## src/rtl/reduction_pkg.sv

```systemverilog
// rtl/reduction_pkg.sv - shared types and helpers for the reduction job controller
// Contents:
//   state_t        : job sequencer states
//   ct_width()     : output width of the compressor tree for a given operand count/size
//   signed_add_ovf : signed overflow detect from the operand and result sign bits
package reduction_pkg;

    typedef enum logic [1:0] {
        IDLE   = 2'd0,
        ACCUM  = 2'd1,
        DRAIN  = 2'd2,
        RESULT = 2'd3
    } state_t;

    // The tree output grows by two bits per reduction level beyond the first.
    function automatic int ct_width(input int in_num, input int in_size);
        return in_size + 2 * ($clog2(in_num) - 1);
    endfunction

    // A two's-complement add overflows when both operands share a sign and the
    // result sign differs from it.
    function automatic logic signed_add_ovf(input logic a_sign,
                                            input logic b_sign,
                                            input logic r_sign);
        return (a_sign == b_sign) && (r_sign != a_sign);
    endfunction

endpackage

```

## src/rtl/compressor_n_2.sv

```systemverilog
// rtl/compressor_n_2.sv - reduces IN_NUM signed operands to a sum/carry pair
// Ports:
//   in_data_i : IN_NUM packed signed operands of IN_SIZE bits
//   sum_o     : first reduced word, OUT_SIZE bits signed
//   carry_o   : second reduced word, OUT_SIZE bits signed
// sign_extend(sum_o) + sign_extend(carry_o) equals the exact operand total.
module compressor_n_2
    import reduction_pkg::*;
#(
    parameter int IN_NUM   = 24,
    parameter int IN_SIZE  = 12,
    parameter int OUT_SIZE = ct_width(IN_NUM, IN_SIZE)
) (
    input  logic [0:IN_NUM-1][IN_SIZE-1:0] in_data_i,
    output logic signed [OUT_SIZE-1:0]     sum_o,
    output logic signed [OUT_SIZE-1:0]     carry_o
);

    // Each output word holds the exact total of one half of the operands, so
    // neither word can overflow OUT_SIZE and the pair adds without correction.
    always_comb begin
        sum_o   = '0;
        carry_o = '0;
        for (int i = 0; i < IN_NUM; i++) begin
            if (i < IN_NUM / 2) begin
                sum_o = sum_o + OUT_SIZE'($signed(in_data_i[i]));
            end else begin
                carry_o = carry_o + OUT_SIZE'($signed(in_data_i[i]));
            end
        end
    end

endmodule

```

## src/rtl/reduction_job_ctrl.sv

```systemverilog
// rtl/reduction_job_ctrl.sv - sequences multi-beat dot-product reduction jobs
// Ports:
//   clk_i, rst_ni                   : clock, asynchronous active-low reset
//   start_i, cfg_len_i, busy_o      : job start (IDLE only), beat count, busy flag
//   in_valid_i, in_ready_o, in_data_i : operand beat handshake and data
//   out_valid_o, out_ready_i        : result handshake
//   out_data_o, ovf_o               : signed job result and sticky overflow flag
module reduction_job_ctrl
    import reduction_pkg::*;
#(
    parameter int IN_NUM   = 24,
    parameter int IN_SIZE  = 12,
    parameter int ACC_SIZE = 32,
    parameter int LEN_W    = 8
) (
    input  logic                           clk_i,
    input  logic                           rst_ni,
    input  logic                           start_i,
    input  logic [LEN_W-1:0]               cfg_len_i,
    output logic                           busy_o,
    input  logic                           in_valid_i,
    output logic                           in_ready_o,
    input  logic [0:IN_NUM-1][IN_SIZE-1:0] in_data_i,
    output logic                           out_valid_o,
    input  logic                           out_ready_i,
    output logic signed [ACC_SIZE-1:0]     out_data_o,
    output logic                           ovf_o
);

    localparam int CT_W = ct_width(IN_NUM, IN_SIZE);

    generate
        if (IN_NUM < 4) begin : g_in_num_chk
            $error("reduction_job_ctrl: IN_NUM must be at least 4");
        end
        if (ACC_SIZE < CT_W) begin : g_acc_size_chk
            $error("reduction_job_ctrl: ACC_SIZE must be at least the tree width");
        end
    endgenerate

    state_t                     state;
    logic [LEN_W-1:0]           beats_left;
    logic signed [CT_W-1:0]     tree_sum;
    logic signed [CT_W-1:0]     tree_carry;
    logic                       s1_valid;
    logic signed [CT_W-1:0]     s1_sum;
    logic signed [CT_W-1:0]     s1_carry;
    logic signed [ACC_SIZE-1:0] acc;
    logic                       acc_ovf;
    logic signed [ACC_SIZE-1:0] beat;
    logic signed [ACC_SIZE-1:0] acc_next;
    logic                       accept;

    compressor_n_2 #(
        .IN_NUM   (IN_NUM),
        .IN_SIZE  (IN_SIZE),
        .OUT_SIZE (CT_W)
    ) u_tree (
        .in_data_i (in_data_i),
        .sum_o     (tree_sum),
        .carry_o   (tree_carry)
    );

    // in_ready_o is only ever high in ACCUM, so it alone qualifies acceptance.
    assign accept   = in_valid_i && in_ready_o;
    assign beat     = ACC_SIZE'(s1_sum) + ACC_SIZE'(s1_carry);
    assign acc_next = acc + beat;

    // Stage 1 captures the tree output; stage 2 folds it into the accumulator.
    // The stage-2 add of the last beat lands during DRAIN.
    always_ff @(posedge clk_i or negedge rst_ni) begin
        if (!rst_ni) begin
            s1_valid <= 1'b0;
            s1_sum   <= '0;
            s1_carry <= '0;
            acc      <= '0;
            acc_ovf  <= 1'b0;
        end else begin
            s1_valid <= accept;
            if (accept) begin
                s1_sum   <= tree_sum;
                s1_carry <= tree_carry;
            end
            if (state == IDLE && start_i) begin
                acc     <= '0;
                acc_ovf <= 1'b0;
            end else if (s1_valid) begin
                acc <= acc_next;
                if (signed_add_ovf(acc[ACC_SIZE-1], beat[ACC_SIZE-1], acc_next[ACC_SIZE-1])) begin
                    acc_ovf <= 1'b1;
                end
            end
        end
    end

    // Job sequencer with registered outputs. The result registers load on the
    // first RESULT edge, so out_valid_o rises two edges after the last accept.
    always_ff @(posedge clk_i or negedge rst_ni) begin
        if (!rst_ni) begin
            state       <= IDLE;
            beats_left  <= '0;
            busy_o      <= 1'b0;
            in_ready_o  <= 1'b0;
            out_valid_o <= 1'b0;
            out_data_o  <= '0;
            ovf_o       <= 1'b0;
        end else begin
            case (state)
                IDLE: begin
                    if (start_i) begin
                        beats_left <= (cfg_len_i == '0) ? LEN_W'(1) : cfg_len_i;
                        state      <= ACCUM;
                        busy_o     <= 1'b1;
                        in_ready_o <= 1'b1;
                    end
                end
                ACCUM: begin
                    if (accept) begin
                        beats_left <= beats_left - LEN_W'(1);
                        if (beats_left == LEN_W'(1)) begin
                            state      <= DRAIN;
                            in_ready_o <= 1'b0;
                        end
                    end
                end
                DRAIN: begin
                    state <= RESULT;
                end
                RESULT: begin
                    if (out_valid_o && out_ready_i) begin
                        state       <= IDLE;
                        busy_o      <= 1'b0;
                        out_valid_o <= 1'b0;
                        out_data_o  <= '0;
                        ovf_o       <= 1'b0;
                    end else begin
                        out_valid_o <= 1'b1;
                        out_data_o  <= acc;
                        ovf_o       <= acc_ovf;
                    end
                end
                default: begin
                    state <= IDLE;
                end
            endcase
        end
    end

endmodule

```

## config.mk

```make
export PLATFORM = sky130hd
export DESIGN_NAME = reduction_job_ctrl
export DESIGN_NICKNAME = d
export VERILOG_FILES = /design/src/rtl/reduction_pkg.sv /design/src/rtl/compressor_n_2.sv /design/src/rtl/reduction_job_ctrl.sv
export SDC_FILE = /design/constraint.sdc
export NUM_CORES = 1
export LEC_CHECK = 0
export ABC_AREA = 1
export BUFFER_PORTS_ARGS = -buffer_cell sky130_fd_sc_hd__buf_4
export CAP_MARGIN = 20
export CORE_MARGIN = 10
export CORE_UTILIZATION = 60
export CTS_CLUSTER_DIAMETER = 150
export DETAILED_ROUTE_END_ITERATION = 12
export GPL_ROUTABILITY_DRIVEN = 0
export PLACE_DENSITY = 0.92
export SYNTH_ARGS = -nofsm -noshare
export SYNTH_HDL_FRONTEND = slang
export SYNTH_SLANG_ARGS = --single-unit
```

## constraint.sdc

```tcl
create_clock -name clk_i -period 4.9 [get_ports clk_i]
set_input_delay 0.98 -clock clk_i [delete_from_list [all_inputs] [get_ports clk_i]]
set_output_delay 0.98 -clock clk_i [all_outputs]
set_load 0.005 [all_outputs]
```

==> run_results.csv <==
group,metric,value,unit
logic_synthesis,syn_inst,1923,
detailed_routing,vias,14995,
place,dp_slack,-0.447,ns
global_routing,grt_pass1_wl,75200,µm
clock_tree,insertion_delay,0.43,ns
worst_hold_path,hold_class,"primary input to asynchronous set/reset pin",
detailed_routing,wl,48500,µm
logic_synthesis,synth_largest_area_cell,"fa_1",
layout,stdcell_count,2679,
layout,seq_area,3000,µm²
global_routing,first_global_vias,15994,
timing,drv_slew,0,
global_routing,track_usage,27.7,%
global_routing,grt_overflow,0,
clock_tree,cts.clk_slew.worst_paths,0.06,ns
timing,setup_viol,2,
place,io_buffers,336,
layout,antenna_cells,0,
layout,fillCellCount,1573,
logic_synthesis,synth_compound_area_share,11.2,%
clock_tree,cts_root_buffer,"clkbuf_16",
detailed_routing,wl_per_cell,18.1,µm
detailed_routing,routed_via_density,5.60,
detailed_routing,firstDrtPassIters,6,
global_routing,antenna_found_initial,0,
detailed_routing,final_antenna_net_count,0,
die,dieHeight,182,µm
logic_synthesis,synth-seq-cells,120,
layout,layout_common_cells,"inv_1 (476), buf_4 (408), nand2_1 (316)",
global_routing,grtUsageMet1,29.8,%
critical_path,worstPathArrival,5.26,ns
logic_synthesis,synth_area_leaders,"fa_1 (31%), dfrtp_1 (19%), inv_1 (12%), ha_1 (8.7%), nand2_1 (7.7%)",
timing,slew_headroom,35.1,%
critical_path,start_kind,"primary input",
layout,final_area,20300,µm²
logic_synthesis,synthMuxAreaShare,0,%
timing,max_freq,202,MHz
run,drv_cap,0,
logic_synthesis,synth-simple-area-share,15.3,%
timing,fin_crit,4.96,ns
place,dp.cells,2643,
logic_synthesis,yosysSeqAreaShare,19.1,%
critical_path,required,5.20,ns
layout,areaGrowthSynthToFinish,28.8,%
die,chipWidth,182,µm
die,ioPinCount,337,
timing,hold_viol_final,0,
logic_synthesis,syn_nets,2576,
clock_tree,cts_buffers,17,
global_routing,grt_util_met2,49.8,%
global_routing,grt.met3_usage,6.64,%
clock_tree,cts_sinks,120,
logic_synthesis,synth_adder_area_share,39.5,%
logic_synthesis,synthDistinctLibCells,48,
die,rows,59,
critical_path,cp-end-kind,"flop",
detailed_routing,drtIter0Drc,1175,
logic_synthesis,yosysWarnings,0,
detailed_routing,drc,0,
critical_path,path_class,"primary input to flop",
critical_path,crit_path_max_fanout,4,
timing,setup_slack,-0.0609,ns
layout,layout_commonest_cell,"inv_1",
critical_path,crit_start,"in_data_i[188]",
layout,drive_gt1_share,24.0,%
run_status,outcome,"finished, violations left",
timing,skew,0.0110,ns
logic_synthesis,avgSynthCellArea,8.19,µm²
critical_path,r2r-start,"s1_carry[0]",
logic_synthesis,synth_top_family_by_area,"adder cells",
timing,period_share,101,%
clock_tree,htreeDepth,4,
timing,tightest_slew,0.969,ns
timing,rsz0062_at_grt,"yes",
global_routing,grt.busiest_layer,"met2",
layout,fin_util,78.2,%
clock_tree,tritoncts,"built",
logic_synthesis,synth-xor-area-share,2.34,%
global_routing,grt_max_degree,91,
layout,nets,2986,
die,coreArea,25900,µm²
place,placed_area,19300,µm²
run_status,failed_checks,"negative setup slack",
logic_synthesis,yosysTopAreaCellShare,30.8,%
clock_tree,cts_buffer_depth,2,
place,detailed_place_hpwl,39400,µm
die,die_area,33100,µm²
logic_synthesis,synth_area,15700,µm²
die,start_util,60.8,%
layout,multi_input_area,11200,µm²
==> logic make-up (layout without fill, tap and decap cells) <==
kind of cell	after synthesis	after routing
XOR/XNOR	42	42
adder cells (fa/ha/maj)	352	352
flip-flops	120	120
buffers and inverters	525	946
AO/OA/AOI/OAI	311	311
AND/OR/NAND/NOR	573	573
==> synthesized netlist by cell type (all sizes together) <==
cell / instances
inv: 501
nand2: 330
fa: 242
dfrtp: 120
o21ai: 113
nor2: 111
ha: 110
a21oi: 106
nand3: 84
o22ai: 29
xor2: 23
clkbuf: 22
xnor2: 19
a21o: 16
nor3: 16
nand4: 14
a31oi: 12
a21boi: 11
o21bai: 9
or2: 8
nand3b: 5
o211ai: 4
nor4: 3
o31ai: 3
a211oi: 2
o2111ai: 2
o32ai: 2
a31o: 1
and2: 1
buf: 1
clkinv: 1
nor2b: 1
o21a: 1
==> metrics by stage <==
| step | hold slack, ns | setup TNS, ns |
|---|---|---|
| after floorplan | 0.449 | -0.0150 |
| after global placement | 0.471 | -5.61 |
| after detailed placement | 0.483 | -8.59 |
| after CTS | 0.497 | 0 |
| after global routing | 0.487 | -0.840 |
| final | 0.473 | -0.0981 |
==> state kept, by name, summed over array words and instances, names as in the netlist <==
name	flops
s1_sum	20
s1_carry	20
busy_o	1
acc_ovf	1
ovf_o	1
acc	32
beats_left	8
state	2
in_ready_o	1
out_data_o	32
out_valid_o	1
s1_valid	1
==> worst max-delay path: stages <==
cell and delay, ns:
buf_4 0.08, inv_1 0.05, fa_1 0.53, inv_1 0.05, fa_1 0.57, fa_1 0.44
fa_1 0.49, inv_1 0.05, fa_1 0.48, inv_1 0.05, ha_1 0.35, nand2_1 0.11
o21ai_0 0.28, nand2_1 0.15, nand3_2 0.14, nand3_1 0.09, nand2_1 0.07, nor3_1 0.04
o21ai_1 0.18, nand2_1 0.08
==> routing by layer <==
metal / vias to the layer above / share of wire [%] / wire length, µm
met5: - / 0 / 0
met4: 0 / 5.3 / 2580
met3: 216 / 8.4 / 4060
met2: 895 / 51 / 24900
met1: 7146 / 35 / 17000
li1: 6738 / - / -
==> cell type report <==
class                      count  area share, %
clock buffer                  22           2.34
timing repair buffer         414           15.5
sequential                   120           14.8
tap                          335           2.07
clock inverter                 8          0.599
inverter                     502           9.31
multi-input combinational   1278           55.3
==> what timing repair did <==
item / CTS / global route
setup buffers: 0 / 5
hold buffers: 0 / 0
pin swaps: 0 / 80
resized for setup: 1 / 106
endpoints found under the setup margin: 1 / 23
==> final timing paths <==
check                                 to  slack (ns)  cells past startpoint
min                        beats_left[7]        0.47                      1
min in group clk_i            s1_sum[18]        0.49                      2
max in group asynchronous    s1_carry[8]        3.67                      2
max reg2reg                      acc_ovf        1.09                     19
max                           s1_sum[17]       -0.06                     20
min reg2reg                   s1_sum[18]        0.49                      2
Power is left out: the tool's default activity adds up to more than one toggle a clock period on the data nets, which glitch-free logic cannot reach.
